`src/rtl/muldiv_unit.sv`:
```
// Iterative MULT/MULTU/DIV/DIVU unit holding the architectural HI/LO registers.
// Define MULDIV_DIV_EN to build the restoring divider; otherwise only multiply and MTHI/MTLO exist.
module muldiv_unit #(
   parameter int WIDTH = 32
) (
   input  logic             Clk,
   input  logic             Reset,
   input  logic             Start,
   input  logic [1:0]       Op,
   input  logic [WIDTH-1:0] OperandA,
   input  logic [WIDTH-1:0] OperandB,
   input  logic             HiWrite,
   input  logic             LoWrite,
   output logic             Busy,
   output logic             Done,
   output logic [WIDTH-1:0] Hi,
   output logic [WIDTH-1:0] Lo,
   output logic             DivByZero
);
   localparam int CW = (WIDTH > 1) ? $clog2(WIDTH) : 1;
   localparam logic [CW-1:0] LAST = CW'(WIDTH - 1);

   typedef enum logic [1:0] {IDLE, RUN, FIX} state_t;
   state_t state, state_next;

   logic [CW-1:0]      count;
   logic [WIDTH-1:0]   operand_q;   // multiplicand (mul) or divisor (div) magnitude
   logic [2*WIDTH-1:0] acc, acc_next, mul_next, product;
   logic [WIDTH:0]     mul_sum;
   logic [WIDTH-1:0]   a_mag, b_mag, hi_q, lo_q, hi_res, lo_res;
   logic               neg_res, done_q, signed_op, accept, mt_ok;

`ifdef MULDIV_DIV_EN
   logic               is_div, neg_rem, dbz_q;
   logic [WIDTH-1:0]   raw_a, diff;
   logic [WIDTH:0]     shifted;
   logic [2*WIDTH-1:0] div_next;
`endif

   assign signed_op = ~Op[0];
   assign a_mag = (signed_op && OperandA[WIDTH-1]) ? -OperandA : OperandA;
   assign b_mag = (signed_op && OperandB[WIDTH-1]) ? -OperandB : OperandB;

`ifdef MULDIV_DIV_EN
   assign accept = (state == IDLE) && Start;
`else
   assign accept = (state == IDLE) && Start && !Op[1];
`endif
   // Start wins over MTHI/MTLO even when the requested op is not built.
   assign mt_ok = (state == IDLE) && !Start;

   always_ff @(posedge Clk) begin
      if (Reset) state <= IDLE;
      else       state <= state_next;
   end

   // NOTE: every always_comb output gets a default first so no path can infer a latch.
   always_comb begin
      state_next = state;
      case (state)
         IDLE:    if (accept) state_next = RUN;
         RUN:     if (count == LAST) state_next = FIX;
         FIX:     state_next = IDLE;
         default: state_next = IDLE;
      endcase
   end

   always_comb begin
      Busy = (state == RUN) || (state == FIX);
   end

   // Shift-add: add the multiplicand into the upper half when the current multiplier bit is set.
   assign mul_sum  = {1'b0, acc[2*WIDTH-1:WIDTH]} + {1'b0, {WIDTH{acc[0]}} & operand_q};
   assign mul_next = {mul_sum, acc[WIDTH-1:1]};
   assign product  = neg_res ? -acc : acc;

`ifdef MULDIV_DIV_EN
   // Restoring step: upper half is the partial remainder, lower half shifts dividend out and quotient in.
   assign shifted  = acc[2*WIDTH-1:WIDTH-1];
   assign diff     = shifted[WIDTH-1:0] - operand_q;
   assign div_next = (shifted >= {1'b0, operand_q}) ? {diff, acc[WIDTH-2:0], 1'b1}
                                                    : {shifted[WIDTH-1:0], acc[WIDTH-2:0], 1'b0};
   assign acc_next = is_div ? div_next : mul_next;
`else
   assign acc_next = mul_next;
`endif

   always_comb begin
      hi_res = product[2*WIDTH-1:WIDTH];
      lo_res = product[WIDTH-1:0];
`ifdef MULDIV_DIV_EN
      if (is_div) begin
         if (operand_q == '0) begin
            hi_res = raw_a;
            lo_res = '1;
         end else begin
            hi_res = neg_rem ? -acc[2*WIDTH-1:WIDTH] : acc[2*WIDTH-1:WIDTH];
            lo_res = neg_res ? -acc[WIDTH-1:0] : acc[WIDTH-1:0];
         end
      end
`endif
   end

   // NOTE: sequential state uses non-blocking assignments so every register samples pre-edge values.
   always_ff @(posedge Clk) begin
      if (Reset) begin
         count     <= '0;
         operand_q <= '0;
         acc       <= '0;
         neg_res   <= 1'b0;
         hi_q      <= '0;
         lo_q      <= '0;
         done_q    <= 1'b0;
`ifdef MULDIV_DIV_EN
         is_div    <= 1'b0;
         neg_rem   <= 1'b0;
         dbz_q     <= 1'b0;
         raw_a     <= '0;
`endif
      end else begin
         done_q <= 1'b0;
         case (state)
            IDLE: begin
               if (accept) begin
                  count   <= '0;
                  neg_res <= signed_op && (OperandA[WIDTH-1] ^ OperandB[WIDTH-1]);
`ifdef MULDIV_DIV_EN
                  is_div    <= Op[1];
                  neg_rem   <= signed_op && Op[1] && OperandA[WIDTH-1];
                  raw_a     <= OperandA;
                  dbz_q     <= 1'b0;
                  operand_q <= Op[1] ? b_mag : a_mag;
                  acc       <= {{WIDTH{1'b0}}, (Op[1] ? a_mag : b_mag)};
`else
                  operand_q <= a_mag;
                  acc       <= {{WIDTH{1'b0}}, b_mag};
`endif
               end else if (mt_ok) begin
                  if (HiWrite) hi_q <= OperandA;
                  if (LoWrite) lo_q <= OperandA;
               end
            end
            RUN: begin
               acc   <= acc_next;
               count <= count + 1'b1;
            end
            FIX: begin
               hi_q   <= hi_res;
               lo_q   <= lo_res;
               done_q <= 1'b1;
`ifdef MULDIV_DIV_EN
               dbz_q  <= is_div && (operand_q == '0);
`endif
            end
            default: ;
         endcase
      end
   end

   assign Hi   = hi_q;
   assign Lo   = lo_q;
   assign Done = done_q;
`ifdef MULDIV_DIV_EN
   assign DivByZero = dbz_q;
`else
   assign DivByZero = 1'b0;
`endif

endmodule

```
`config.mk`:
```
export PLATFORM = sky130hd
export DESIGN_NAME = muldiv_unit
export DESIGN_NICKNAME = d
export VERILOG_FILES = /design/src/rtl/muldiv_unit.sv
export SDC_FILE = /design/constraint.sdc
export NUM_CORES = 1
export LEC_CHECK = 0
export ABC_AREA = 1
export BUFFER_PORTS_ARGS = -buffer_cell sky130_fd_sc_hd__buf_2
export CORE_MARGIN = 2
export CORE_UTILIZATION = 40
export CTS_CLUSTER_DIAMETER = 80
export DETAILED_ROUTE_END_ITERATION = 12
export SLEW_MARGIN = 20
export SYNTH_ARGS = -nofsm -noshare
export SYNTH_HDL_FRONTEND = slang
export SYNTH_SLANG_ARGS = --single-unit
```
`constraint.sdc`:
```
create_clock -name Clk -period 2.2 [get_ports Clk]
set_input_delay 0.22 -clock Clk [delete_from_list [all_inputs] [get_ports Clk]]
set_output_delay 0.22 -clock Clk [all_outputs]
set_load 0.02 [all_outputs]
```
==> qor.yml <==
pwr-share-clk_pct: 27.5
pwr-share-seq_pct: 33.3
whs_ps: 48.08
ff2ff_setup_slack_ps: 20
switching_share_pct: 42.76
cts_buffers: 17
grt_pass1_wl_mm: 84.81
dr.pass1.iters: 6
max_freq_mhz: 459.5
cts.clk_slew.worst_paths_ps: 80
fin_skew_ps: 13.62
port_buffers: 136
criticalPathCategory: "register to register"
ys_ff_latch: 169
path_max_fanout: 6
finalPower_mw: 11.32
cp_slowest_cell: "dfxtp_4"
cts_tree: "built"
min_from: "OperandA[20]"
antenna_cells: 0
globalRouteTotalUtil_pct: 32.66
power.internal_mw: 6.480
finalNetCount: 2685
crit_path_cell_trace: "clkbuf_16, nand2_1, inv_1, ha_1, nand2_2, a21oi_1, nor2_1, nand2_1, a21oi_2, nand2_1, nand2_1, nand3_2, a21oi_2"
ir_drop_v: 0.0006023
pwr-share-comb_pct: 39.1
whs_path_depth: 3
ant_nets: 0
drv_slew: 0
wl_met3_mm: 3.623
fin_crit_sh_pct: 98.91
synth_nets: 2466
vias: 16386
start_util_pct: 40.65
grt_pass1_vias: 14665
worstReg2RegStart: "acc[0]"
clockBufferDepth: 2
routed.top_layer: "met4"
drc: 0
dp_hpwl_mm: 44.62
cp_common_cell: "nand2_1"
grt_max_degree: 91
synthToLayoutAreaGrowth_pct: 28.92
instances_no_fill: 3028
timing.rr.end: "acc[62]"
yosys.area.top_type: "dfxtp_1"
synth_area_um2: 13230
max_cap_violations: 0
fin_util_pct: 52.40
placed_cell_area_um2: 15280
finalCriticalPeriod_ps: 2176
io_pins: 138
core_um2: 32540
seq_area_um2: 3388
powerDensity_nw_per_um2: 664.0
wl_met1_mm: 23.99
die_height_um: 185.8
rows: 66
grt-ovfl-total: 0
worst-slew-pin-transition_ps: 630.1
cp_slowest_stage_delay_ps: 410
critPathLaunchType: "register"
dr.first_iter.drc_count: 1405
synth_top_area_share_pct: 25.58
synthCells: 2354
drive_above_1_share_pct: 20.57
viasPerCell: 5.411
wl_met2_mm: 28.29
end_kind: "register"
crit_required_ps: 2590
tns_ps: 0
leakage_nw: 8.669
path_buf_inv: 2
h-tree-depth: 4
setup_violations: 0
worst_slack_ps: 23.93
worstPathArrival_ps: 2570
multi_input_area_um2: 9355
drt-total-wl_mm: 58.58
final_area_um2: 17050
yosysSeqAreaShare_pct: 25.58
min_to: "operand_q[20]"
gp_congestion: 0.9510
place_inst: 2981
crit_family: "simple AND/OR/NAND/NOR gates"
p_sw_mw: 4.840
slew_headroom_pct: 57.95
rsz0062_at_grt: "true"
dieWidth_um: 185.8
synth_area_leaders: "dfxtp_1 (26%), nand2_1 (19%), nor2_1 (10%), inv_1 (8.5%), nand3_1 (8.1%)"
ys_types: 38
cts.sinks: 169
clk_latency_ps: 460
status: "completed"
avgSynthCellArea_um2: 5.618
grt_antenna_before_repair: 0
fill_cells: 3559
clockRootBuffer: "clkbuf_16"
hp-class: "input port to register"
ff2ff_path_depth: 13
dp_slack_ps: -98.73
routedWlPerCell_um: 19.35
die_area_um2: 34530
ys.warnings.count: 0
hold_violations: 0
routing by layer:
layer	global-route usage, %	up-vias
met5	0	-
met4	14.17	0
met3	3.620	126
met2	56.42	639
met1	41.00	7601
li1	-	8020
synth_stat cells:
library cell	instances
nor2_2	2
buf_4	1
o31ai_1	1
nand3_1	213
inv_2	4
and2_1	3
a31oi_1	17
a21o_1	1
nor3b_1	1
fa_1	1
buf_1	13
o21a_1	2
dfxtp_1	169
xor2_1	16
o22ai_1	7
xnor2_1	5
o221ai_1	5
nand4_1	34
nor3_1	25
o21bai_1	5
o21ai_2	4
or2_2	15
o21ai_1	7
nor2_1	352
nand2_1	658
a21oi_1	191
ha_1	40
nor4_1	6
nand3b_1	21
nor2_4	1
nor3_4	1
conb_1	1
buf_2	9
clkinv_1	2
o211ai_1	6
inv_1	299
o21ai_0	155
clkbuf_1	61
state kept, by name, indices dropped and copies added, names as in the netlist:
register	flops
neg_res	1
Lo	32
operand_q	32
Hi	32
state	2
acc	64
count	5
Done	1
power groups by stage:
stage	registers, mW	logic [mW]	clock network, mW
6_report	3.77	4.43	3.12
5_1_grt	3.79	4.83	3.25
4_1_cts	3.76	4.11	3.14
3_5_place_dp	3.82	4.09	0
3_3_place_gp	3.82	4.07	0
2_1_floorplan	3.94	2.25	0
cell families after synthesis:
family          Yosys count  synth area share, %
xor+xnor                 21                1.391
fa+ha+maj                41                3.936
buf+inv                 389                11.15
other cells               1              0.02835
flops                   169                25.58
simple gates           1332                41.97
compound gates          401                15.94
area by class of cell:
type	count	area share [%]
tap	442	3.244
sequential	169	19.87
timing repair buffer	284	11.90
inverter	305	6.759
multi-input combinational	1796	54.87
clock buffer	19	2.598
clock inverter	13	0.7559
placed cells by master, fill, tap and decap left out, types with 34 or more instances in the layout:
| cell | synthesis | routed |
|---|---|---|
| nand3_1 | 213 | 191 |
| nand2_1 | 658 | 599 |
| dfxtp_1 | 169 | 167 |
| o21ai_0 | 155 | 152 |
| nor2_1 | 352 | 334 |
| a21oi_1 | 191 | 169 |
| nand4_1 | 34 | 34 |
| buf_4 | 1 | 126 |
| inv_1 | 299 | 275 |
| buf_2 | 9 | 136 |
| nand2_2 | 0 | 46 |
tightest hold or removal path, delay by kind of cell:
family                 cells  cell delay [ps]
AO/OA/AOI/OAI              1               60
AND/OR/NAND/NOR            1               60
buffers and inverters      1              120
repair_timing:
item                       in CTS  in global routing
hold buffers                    0                  0
pin swaps                       2                 48
gates cloned                    0                  5
resized for setup              13                229
buffers inserted                0                 10
setup endpoints to repair      19                 65
worst max path at each step:
| stage | from | end | cells after the start |
|---|---|---|---|
| 4_1_cts | acc[0] | acc[62] | 14 |
| 6_report | acc[0] | acc[62] | 13 |
| 3_5_place_dp | acc[0] | acc[62] | 14 |
| 5_1_grt | acc[0] | acc[57] | 16 |
| 3_3_place_gp | acc[0] | acc[58] | 14 |
| 2_1_floorplan | acc[0] | acc[63] | 18 |
No activity file was read; power rests on OpenSTA's default activity.
